`src/rtl/uart_frame_parser_if.sv`:
```
// Byte-stream input and frame/strobe output bundle of the UART frame parser.
// The parser takes the slave view; the byte source and frame consumer take the master view.
interface uart_frame_parser_if;
  logic [7:0]  rx_data;
  logic        rx_valid;
  logic [47:0] frame_data;
  logic        frame_valid;
  logic        chk_err;
  logic        timeout_err;
  logic        busy;

  modport master (
    output rx_data, rx_valid,
    input  frame_data, frame_valid, chk_err, timeout_err, busy
  );

  modport slave (
    input  rx_data, rx_valid,
    output frame_data, frame_valid, chk_err, timeout_err, busy
  );
endinterface

```
`src/rtl/uart_frame_parser.sv`:
```
// Assembles SYNC + 6 payload + XOR-checksum frames from a UART byte stream and
// reports each frame as a one-cycle payload strobe, checksum error or timeout error.
module uart_frame_parser #(
  parameter logic [7:0]  SYNC_BYTE   = 8'hA5,
  parameter int unsigned TIMEOUT_CYC = 57320,
  parameter int unsigned TO_W        = 17
) (
  input  logic                 clk,
  input  logic                 rst,
  uart_frame_parser_if.slave   bus
);

  typedef enum logic [1:0] {
    S_IDLE    = 2'd0,
    S_PAYLOAD = 2'd1,
    S_CHECK   = 2'd2
  } state_t;

  localparam logic [TO_W-1:0] TO_LAST = TO_W'(TIMEOUT_CYC - 1);

  function automatic logic [7:0] f_chk_add(input logic [7:0] acc, input logic [7:0] b);
    return acc ^ b;
  endfunction

  state_t          r_state;
  state_t          w_next_state;
  logic [2:0]      r_cnt;
  logic [47:0]     r_shift;
  logic [7:0]      r_acc;
  logic [TO_W-1:0] r_to_cnt;
  logic [47:0]     r_frame_data;
  logic            r_frame_valid;
  logic            r_chk_err;
  logic            r_timeout_err;
  logic            r_busy;
  logic            w_to_hit;
  logic            w_fv_nx;
  logic            w_ce_nx;
  logic            w_to_nx;

  // An arriving byte always beats the timeout in the same cycle.
  assign w_to_hit = (r_state != S_IDLE) && !bus.rx_valid && (r_to_cnt == TO_LAST);

  // State register.
  always_ff @(posedge clk or posedge rst) begin
    if (rst) begin
      r_state <= S_IDLE;
    end else begin
      r_state <= w_next_state;
    end
  end

  // Next-state logic.
  always_comb begin
    w_next_state = r_state;
    case (r_state)
      S_IDLE: begin
        if (bus.rx_valid && (bus.rx_data == SYNC_BYTE)) w_next_state = S_PAYLOAD;
        else                                             w_next_state = S_IDLE;
      end
      S_PAYLOAD: begin
        if (w_to_hit)                              w_next_state = S_IDLE;
        else if (bus.rx_valid && (r_cnt == 3'd5))  w_next_state = S_CHECK;
        else                                       w_next_state = S_PAYLOAD;
      end
      S_CHECK: begin
        if (w_to_hit || bus.rx_valid) w_next_state = S_IDLE;
        else                          w_next_state = S_CHECK;
      end
      default: w_next_state = S_IDLE;
    endcase
  end

  // Strobe decode, registered below.
  always_comb begin
    w_fv_nx = 1'b0;
    w_ce_nx = 1'b0;
    w_to_nx = w_to_hit;
    if ((r_state == S_CHECK) && bus.rx_valid) begin
      if (bus.rx_data == r_acc) w_fv_nx = 1'b1;
      else                      w_ce_nx = 1'b1;
    end else begin
      w_fv_nx = 1'b0;
      w_ce_nx = 1'b0;
    end
  end

  // Byte count, payload shift register, checksum accumulator and inter-byte timer.
  always_ff @(posedge clk or posedge rst) begin
    if (rst) begin
      r_cnt    <= 3'd0;
      r_shift  <= 48'h0;
      r_acc    <= 8'h00;
      r_to_cnt <= '0;
    end else begin
      if ((r_state == S_IDLE) || bus.rx_valid || w_to_hit) r_to_cnt <= '0;
      else                                                r_to_cnt <= r_to_cnt + TO_W'(1);
      case (r_state)
        S_IDLE: begin
          if (bus.rx_valid && (bus.rx_data == SYNC_BYTE)) begin
            r_cnt <= 3'd0;
            r_acc <= 8'h00;
          end
        end
        S_PAYLOAD: begin
          if (bus.rx_valid) begin
            r_shift <= {r_shift[39:0], bus.rx_data};
            r_acc   <= f_chk_add(r_acc, bus.rx_data);
            r_cnt   <= r_cnt + 3'd1;
          end
        end
        default: begin
        end
      endcase
    end
  end

  // Registered outputs; frame_data only moves on a good checksum.
  always_ff @(posedge clk or posedge rst) begin
    if (rst) begin
      r_frame_data  <= 48'h0;
      r_frame_valid <= 1'b0;
      r_chk_err     <= 1'b0;
      r_timeout_err <= 1'b0;
      r_busy        <= 1'b0;
    end else begin
      if (w_fv_nx) r_frame_data <= r_shift;
      r_frame_valid <= w_fv_nx;
      r_chk_err     <= w_ce_nx;
      r_timeout_err <= w_to_nx;
      r_busy        <= (w_next_state != S_IDLE);
    end
  end

  assign bus.frame_data  = r_frame_data;
  assign bus.frame_valid = r_frame_valid;
  assign bus.chk_err     = r_chk_err;
  assign bus.timeout_err = r_timeout_err;
  assign bus.busy        = r_busy;

endmodule
```
`src/flat_wrapper.sv`:
```
// flat-port wrapper written by rule: the top's interface ports become plain ports
module uart_frame_parser_flat 
#(
  parameter logic [7:0]  SYNC_BYTE   = 8'hA5,
  parameter int unsigned TIMEOUT_CYC = 57320,
  parameter int unsigned TO_W        = 17
)
  (clk, rst, bus_rx_data, bus_rx_valid, bus_frame_data, bus_frame_valid, bus_chk_err, bus_timeout_err, bus_busy);
  uart_frame_parser_if bus_i ();
  input  logic clk;
  input  logic rst;
  input wire logic [$bits(bus_i.rx_data)-1:0] bus_rx_data;
  input wire logic [$bits(bus_i.rx_valid)-1:0] bus_rx_valid;
  output wire logic [$bits(bus_i.frame_data)-1:0] bus_frame_data;
  output wire logic [$bits(bus_i.frame_valid)-1:0] bus_frame_valid;
  output wire logic [$bits(bus_i.chk_err)-1:0] bus_chk_err;
  output wire logic [$bits(bus_i.timeout_err)-1:0] bus_timeout_err;
  output wire logic [$bits(bus_i.busy)-1:0] bus_busy;
  assign bus_i.rx_data = bus_rx_data;
  assign bus_i.rx_valid = bus_rx_valid;
  assign bus_frame_data = bus_i.frame_data;
  assign bus_frame_valid = bus_i.frame_valid;
  assign bus_chk_err = bus_i.chk_err;
  assign bus_timeout_err = bus_i.timeout_err;
  assign bus_busy = bus_i.busy;
  uart_frame_parser #(.SYNC_BYTE(SYNC_BYTE), .TIMEOUT_CYC(TIMEOUT_CYC), .TO_W(TO_W)) u_core (.clk(clk), .rst(rst), .bus(bus_i));
endmodule
```
`config.mk`:
```
export PLATFORM = sky130hd
export DESIGN_NAME = uart_frame_parser_flat
export DESIGN_NICKNAME = d
export VERILOG_FILES = /design/src/rtl/uart_frame_parser_if.sv /design/src/rtl/uart_frame_parser.sv /design/src/flat_wrapper.sv
export SDC_FILE = /design/constraint.sdc
export NUM_CORES = 1
export LEC_CHECK = 0
export CAP_MARGIN = 20
export CORE_MARGIN = 1
export CORE_UTILIZATION = 30
export DETAILED_ROUTE_END_ITERATION = 10
export GPL_ROUTABILITY_DRIVEN = 0
export HOLD_SLACK_MARGIN = 0.15
export PLACE_DENSITY = 0.58
export SLEW_MARGIN = 20
export SYNTH_ARGS = -nofsm -noshare
export SYNTH_HDL_FRONTEND = slang
export SYNTH_SLANG_ARGS = --single-unit
```
`constraint.sdc`:
```
create_clock -name clk -period 14.7 [get_ports clk]
set_input_delay 4.41 -clock clk [delete_from_list [all_inputs] [get_ports clk]]
set_output_delay 4.41 -clock clk [all_outputs]
set_load 0.005 [all_outputs]
```
* Yosys cells after proc, flatten, opt, wreduce, memory -nomap -nowiden
Index checks and enable logic that the tools add are counted.
** Word-level totals
- Register bits :: 130
- Input bits :: 11
- Output and inout bits :: 52
- Word-level logic and storage cells :: 52
** Operators by class
- Add/sub/neg operators :: 2
- Equal/unequal tests :: 8
- Mux-type cells :: 16
- Bitwise gates (word level) :: 1
- Reductions and logical operators :: 15
** Operators by type and width (number)
- $add A17 B1 Y17 const B :: 1
- $eq A17 B16 Y1 const B :: 1
- $mux W17 :: 1
- $mux W8 :: 2
- $pmux W8 S2 :: 1
- $eq A8 B8 Y1 :: 1
- $eq A8 B8 Y1 const B :: 1
- $xor A8 B8 Y8 :: 1
- $mux W2 :: 3
- $mux W3 :: 2
- $pmux W2 S3 :: 1
- $pmux W3 S2 :: 1
- $reduce_bool A2 Y1 :: 3
- $logic_and A1 B1 Y1 :: 5
- $mux W1 :: 5
- $ne A2 B2 Y1 const B :: 2
- $add A3 B1 Y3 const B :: 1
- $eq A3 B3 Y1 const B :: 1
- $logic_or A1 B1 Y1 :: 3
- $reduce_and A3 Y1 :: 1
- $eq A2 B1 Y1 const B :: 1
- $eq A2 B2 Y1 const B :: 1
- $logic_not A2 Y1 :: 1
- $reduce_and A2 Y1 :: 1
- $logic_not A1 Y1 :: 1

* Depth between registers and ports, before layout
- Depth in word-level cells :: 7
- Mapped depth :: 7
- Mapped depth without buffers :: 6

* Worst setup path after synthesis
No wires, ideal clock.
- Kind :: input -> register
- Start :: input bus_rx_data[5]
- End :: register u_core.r_frame_data[18] (netlist: u_core.bus.frame_data[18])
- Setup time :: 0.125 ns
- Arrival :: 5.686 ns
- Required time :: 14.575 ns
- Path slack :: 8.889 ns
- Stages :: 6
- Path buffers :: 2
- Cell sequence :: xnor2_1 > nand4_1 > nor3_2 > buf_2 > buf_2 > mux2_2
** Between the ends
- Cells in the longest elaborated chain, start to end :: 3
** RTL lines
- start: declaration :: RTL line flat_wrapper.sv:12 : input wire logic [$bits(bus_i.rx_data)-1:0] bus_rx_data;
- $eq A8 B8 Y1 :: RTL line uart_frame_parser.sv:80 : if (bus.rx_data == r_acc) w_fv_nx = 1'b1;
- $mux W1 :: RTL line uart_frame_parser.sv:80
- $mux W1 :: RTL line uart_frame_parser.sv:79 : if ((r_state == S_CHECK) && bus.rx_valid) begin
- via u_core.w_fv_nx :: RTL line uart_frame_parser.sv:37 : logic w_fv_nx;
- end signal: assignment :: RTL line uart_frame_parser.sv:127 : if (w_fv_nx) r_frame_data <= r_shift;
- end: declaration :: RTL line uart_frame_parser.sv:31 : logic [47:0] r_frame_data;
The timed path passes the listed nets, and every way through them passes these cells.
A chain may end at the register's enable or synchronous reset.

* Final worst setup path
- Start :: input bus_rx_valid
- End :: register u_core.r_acc[1]
** Between the ends
- Cells in the longest elaborated chain, start to end :: 3
- Elaborated cells on any way between the ends :: 4
- Classes of those cells :: 2 x eq/ne; 2 x reduce/logical
** RTL lines
- start: declaration :: RTL line flat_wrapper.sv:13 : input wire logic [$bits(bus_i.rx_valid)-1:0] bus_rx_valid;
- $logic_and A1 B1 Y1 :: RTL line uart_frame_parser.sv:100 : if (bus.rx_valid && (bus.rx_data == SYNC_BYTE)) begin
- $ne A2 B2 Y1 (no source line)
- $reduce_and A3 Y1 (no source line) *
- end signal: assignment :: RTL line uart_frame_parser.sv:108 : r_acc <= f_chk_add(r_acc, bus.rx_data);
- end: declaration :: RTL line uart_frame_parser.sv:29 : logic [7:0] r_acc;
Every way passes the cells marked *; elsewhere a longest branch is shown, timed or not.

==> flow_metrics.env <==
export IMPL_pwr_share_clk=0.468
export IMPL_viasPerCell=4.55
export IMPL_r2r_start="u_core.r_to_cnt[3]"
export IMPL_grt_max_degree=86
export IMPL_finalInstanceArea_um2=6750
export IMPL_hold_start="u_core.r_to_cnt[0]"
export IMPL_netlist_area_um2=5300
export IMPL_core_um2=17300
export IMPL_clk_pin_slew_worst_paths_ps=50
export IMPL_crit_slowest_cell="and3b_2"
export IMPL_ir_drop_v=0.0000713
export IMPL_maxSlewViolCount=0
export IMPL_cts_tree="yes"
export IMPL_worstReg2RegEnd="u_core.r_to_cnt[10]"
export IMPL_hold_viol=0
export IMPL_initial_core_util=0.307
export IMPL_path_max_fanout=50
export IMPL_synth_seq_cells=130
export IMPL_place_hpwl_um=7000
export IMPL_ys_types=38
export IMPL_synthesis_instances=484
export IMPL_final_cell_mix="154 x nand2_1, 130 x dfrtp_1, 62 x clkdlybuf4s50_1"
export IMPL_fin_skew_ps=5.58
export IMPL_worst_hold_slack_ps=477
export IMPL_fin_cells=785
export IMPL_cp_slowest_stage_delay_ps=830
export IMPL_max_freq_mhz=158
export IMPL_nFillCells=1727
export IMPL_crit_top_cell="o21ai_0"
export IMPL_port_buffers=62
export IMPL_rsz0062_at_grt="no"
export IMPL_design_die_area_um2=18200
export IMPL_cp_start_kind="input pin"
export IMPL_whs_endpoint="u_core.r_to_cnt[0]"
export IMPL_routedWlPerCell_um=14.0
export IMPL_ant_nets=0
export IMPL_die_w_um=135
export IMPL_grt_overflow=0
export IMPL_dp_cells=753
export IMPL_grt_pass1_vias=3667
export IMPL_cp_end_kind="flop"
export IMPL_place_area_um2=6130
export IMPL_htreeDepth=4
export IMPL_fin_util=0.390
export IMPL_ios=63
export IMPL_path_buf_inv=1
export IMPL_r2r_cells=4
export IMPL_vias=3575
export IMPL_antenna_found_initial=0
export IMPL_finalCritPeriodShare=0.431
export IMPL_grt_usage=0.133
export IMPL_p_leak_nw=3.21
export IMPL_synth_fp_nets=498
export IMPL_cts_setup_buffers=0
export IMPL_clock_path_buffers=2
export IMPL_routed_wl_um=11000
export IMPL_setup_viol=0
export IMPL_remaining_drc_errors=0
export IMPL_die_h_um=135
export IMPL_status="finished clean"
export IMPL_cts_buffers_inserted=17
export IMPL_first_pass_iters=4
export IMPL_tightest_slew_ps=907
export IMPL_r2r_setup_slack_ps=12440
export IMPL_slew_headroom=0.395
export IMPL_switching_share=0.244
export IMPL_area_sequential_um2=3250
export IMPL_critPathTopFamily="simple AND/OR/NAND/NOR gates"
export IMPL_syn_to_final_growth_pct=27.2
export IMPL_yosysSeqAreaShare=0.613
export IMPL_grt_pass1_wl_um=18800
export IMPL_multiInputGateArea_um2=1920
export IMPL_powerDensity_nw_per_um2=136
export IMPL_seqPwrFrac=0.457
export IMPL_crit_arrival_ps=6600
export IMPL_crit_required_ps=14960
export IMPL_synth_warning_count=0
export IMPL_drive_gt1_frac=0.159
export IMPL_layout_commonest_cell="nand2_1"
export IMPL_p_switching_uw=224
export IMPL_finalWorstPathRequiredPeriod_ps=6330
export IMPL_cts_root_buf="clkbuf_16"
export IMPL_path_cells="clkdlybuf4s50_1 > and3b_2 > a31oi_1 > o21ai_0 > o21ai_0"
export IMPL_hold_class="flop to flop"
export IMPL_clock_sinks=130
export IMPL_cts_resized=0
export IMPL_antenna_cells=0
export IMPL_postSynthAreaPerCell_um2=11.0
export IMPL_p_int_uw=696
export IMPL_p_comb_frac=0.075
export IMPL_fin_nets=561
export IMPL_crit_type="input pin to flop"
export IMPL_drv_cap=0
export IMPL_rows=48
export IMPL_postCtsHoldBufs=0
export IMPL_drt_iter0_markers=218
export IMPL_finalSetupTns_ps=0
export IMPL_hold_depth=1
export IMPL_clock_latency_ps=410
## per-stage QoR
stage | power [mW] | setup WS, ps
global placement | 0.492 | 8010
detailed placement | 0.497 | 7950
global route | 0.963 | 8160
finish | 0.920 | 8370
floorplan | 0.470 | 6820
CTS | 0.933 | 8390
## worst max-delay path by stage
stage	from	endpoint	cells after the start
2_1_floorplan	rst	u_core.bus.busy	1
3_3_place_gp	bus_rx_valid	u_core.r_acc[1]	5
3_5_place_dp	bus_rx_valid	u_core.r_acc[7]	5
4_1_cts	bus_rx_valid	u_core.r_acc[7]	5
5_1_grt	bus_rx_valid	u_core.r_acc[6]	5
6_report	bus_rx_valid	u_core.r_acc[1]	5
## Yosys cell counts (all sizes together)
cell      n  area (um2)
xnor2    19         166
a21o      1        8.76
nor2     28         105
o21ai    20         100
or3       2        17.5
inv       7        26.3
nor3b     2        15.0
nor2b     2        12.5
and4      1        8.76
nand2   154         578
nand3     7        35.0
nor3      4        25.0
or4       2        15.0
nor4bb    2        20.0
ha        3        37.5
and2      1        6.26
nand3b    1        7.51
a21oi     1        5.00
o22ai     1        6.26
nand4     7        58.8
mux2     48         541
and3b     1        8.76
clkbuf   11        41.3
o31ai     1        7.51
nor4      5        37.5
xor2      4        35.0
buf      10        67.6
nand2b    8        50.1
dfrtp   130        3250
a31oi     1        6.26
## state kept, by name, summed over array words and instances, names as in the netlist
| register | cells |
|---|---|
| u_core.bus.busy | 1 |
| u_core.bus.timeout_err | 1 |
| u_core.r_shift | 48 |
| u_core.r_to_cnt | 17 |
| u_core.bus.chk_err | 1 |
| u_core.r_cnt | 3 |
| u_core.bus.frame_valid | 1 |
| u_core.r_acc | 8 |
| u_core.bus.frame_data | 48 |
| u_core.r_state | 2 |
## final cells by class
type / count / share of cell area
Clock inverter: 13 / 0.0237
Clock buffer: 19 / 0.0671
Multi-Input combinational cell: 326 / 0.285
Tap cell: 225 / 0.0417
Timing Repair Buffer: 65 / 0.0959
Sequential cell: 130 / 0.482
Inverter: 7 / 0.00427
## cells by family after synthesis
family / share of synthesized area
xor gates and xnor gates: 0.0380
muxes: 0.102
DFF: 0.613
buffers and inverters: 0.0255
adders and majority gates: 0.00708
and+or+nand+nor: 0.189
AOI/OAI and AO/OA: 0.0252
## power groups by stage
stage          clock, mW  sequential (mW)  combinational [mW]
6_report           0.430            0.421              0.0691
2_1_floorplan          0            0.416              0.0539
3_5_place_dp           0            0.427              0.0698
3_3_place_gp           0            0.425              0.0668
4_1_cts            0.441            0.421              0.0707
5_1_grt            0.456            0.426              0.0806
## per-layer routing
layer  part of all wire  wire, um  vias to the layer above  track usage
met1               0.48      5310                     1748        0.179
met5                  0         0                        -            0
met3              0.044       488                       22       0.0372
li1                   -         -                     1719            -
met4              0.025       278                        0       0.0737
met2               0.45      4940                       86        0.194
## worst reg2reg max path, stage by stage, from the launching register on
cell     delay, ps
dfrtp_1        430
or4_1          550
nor4_2         470
or3_1          550
nor2_1         120
No activity file was read; power rests on OpenSTA's default activity.
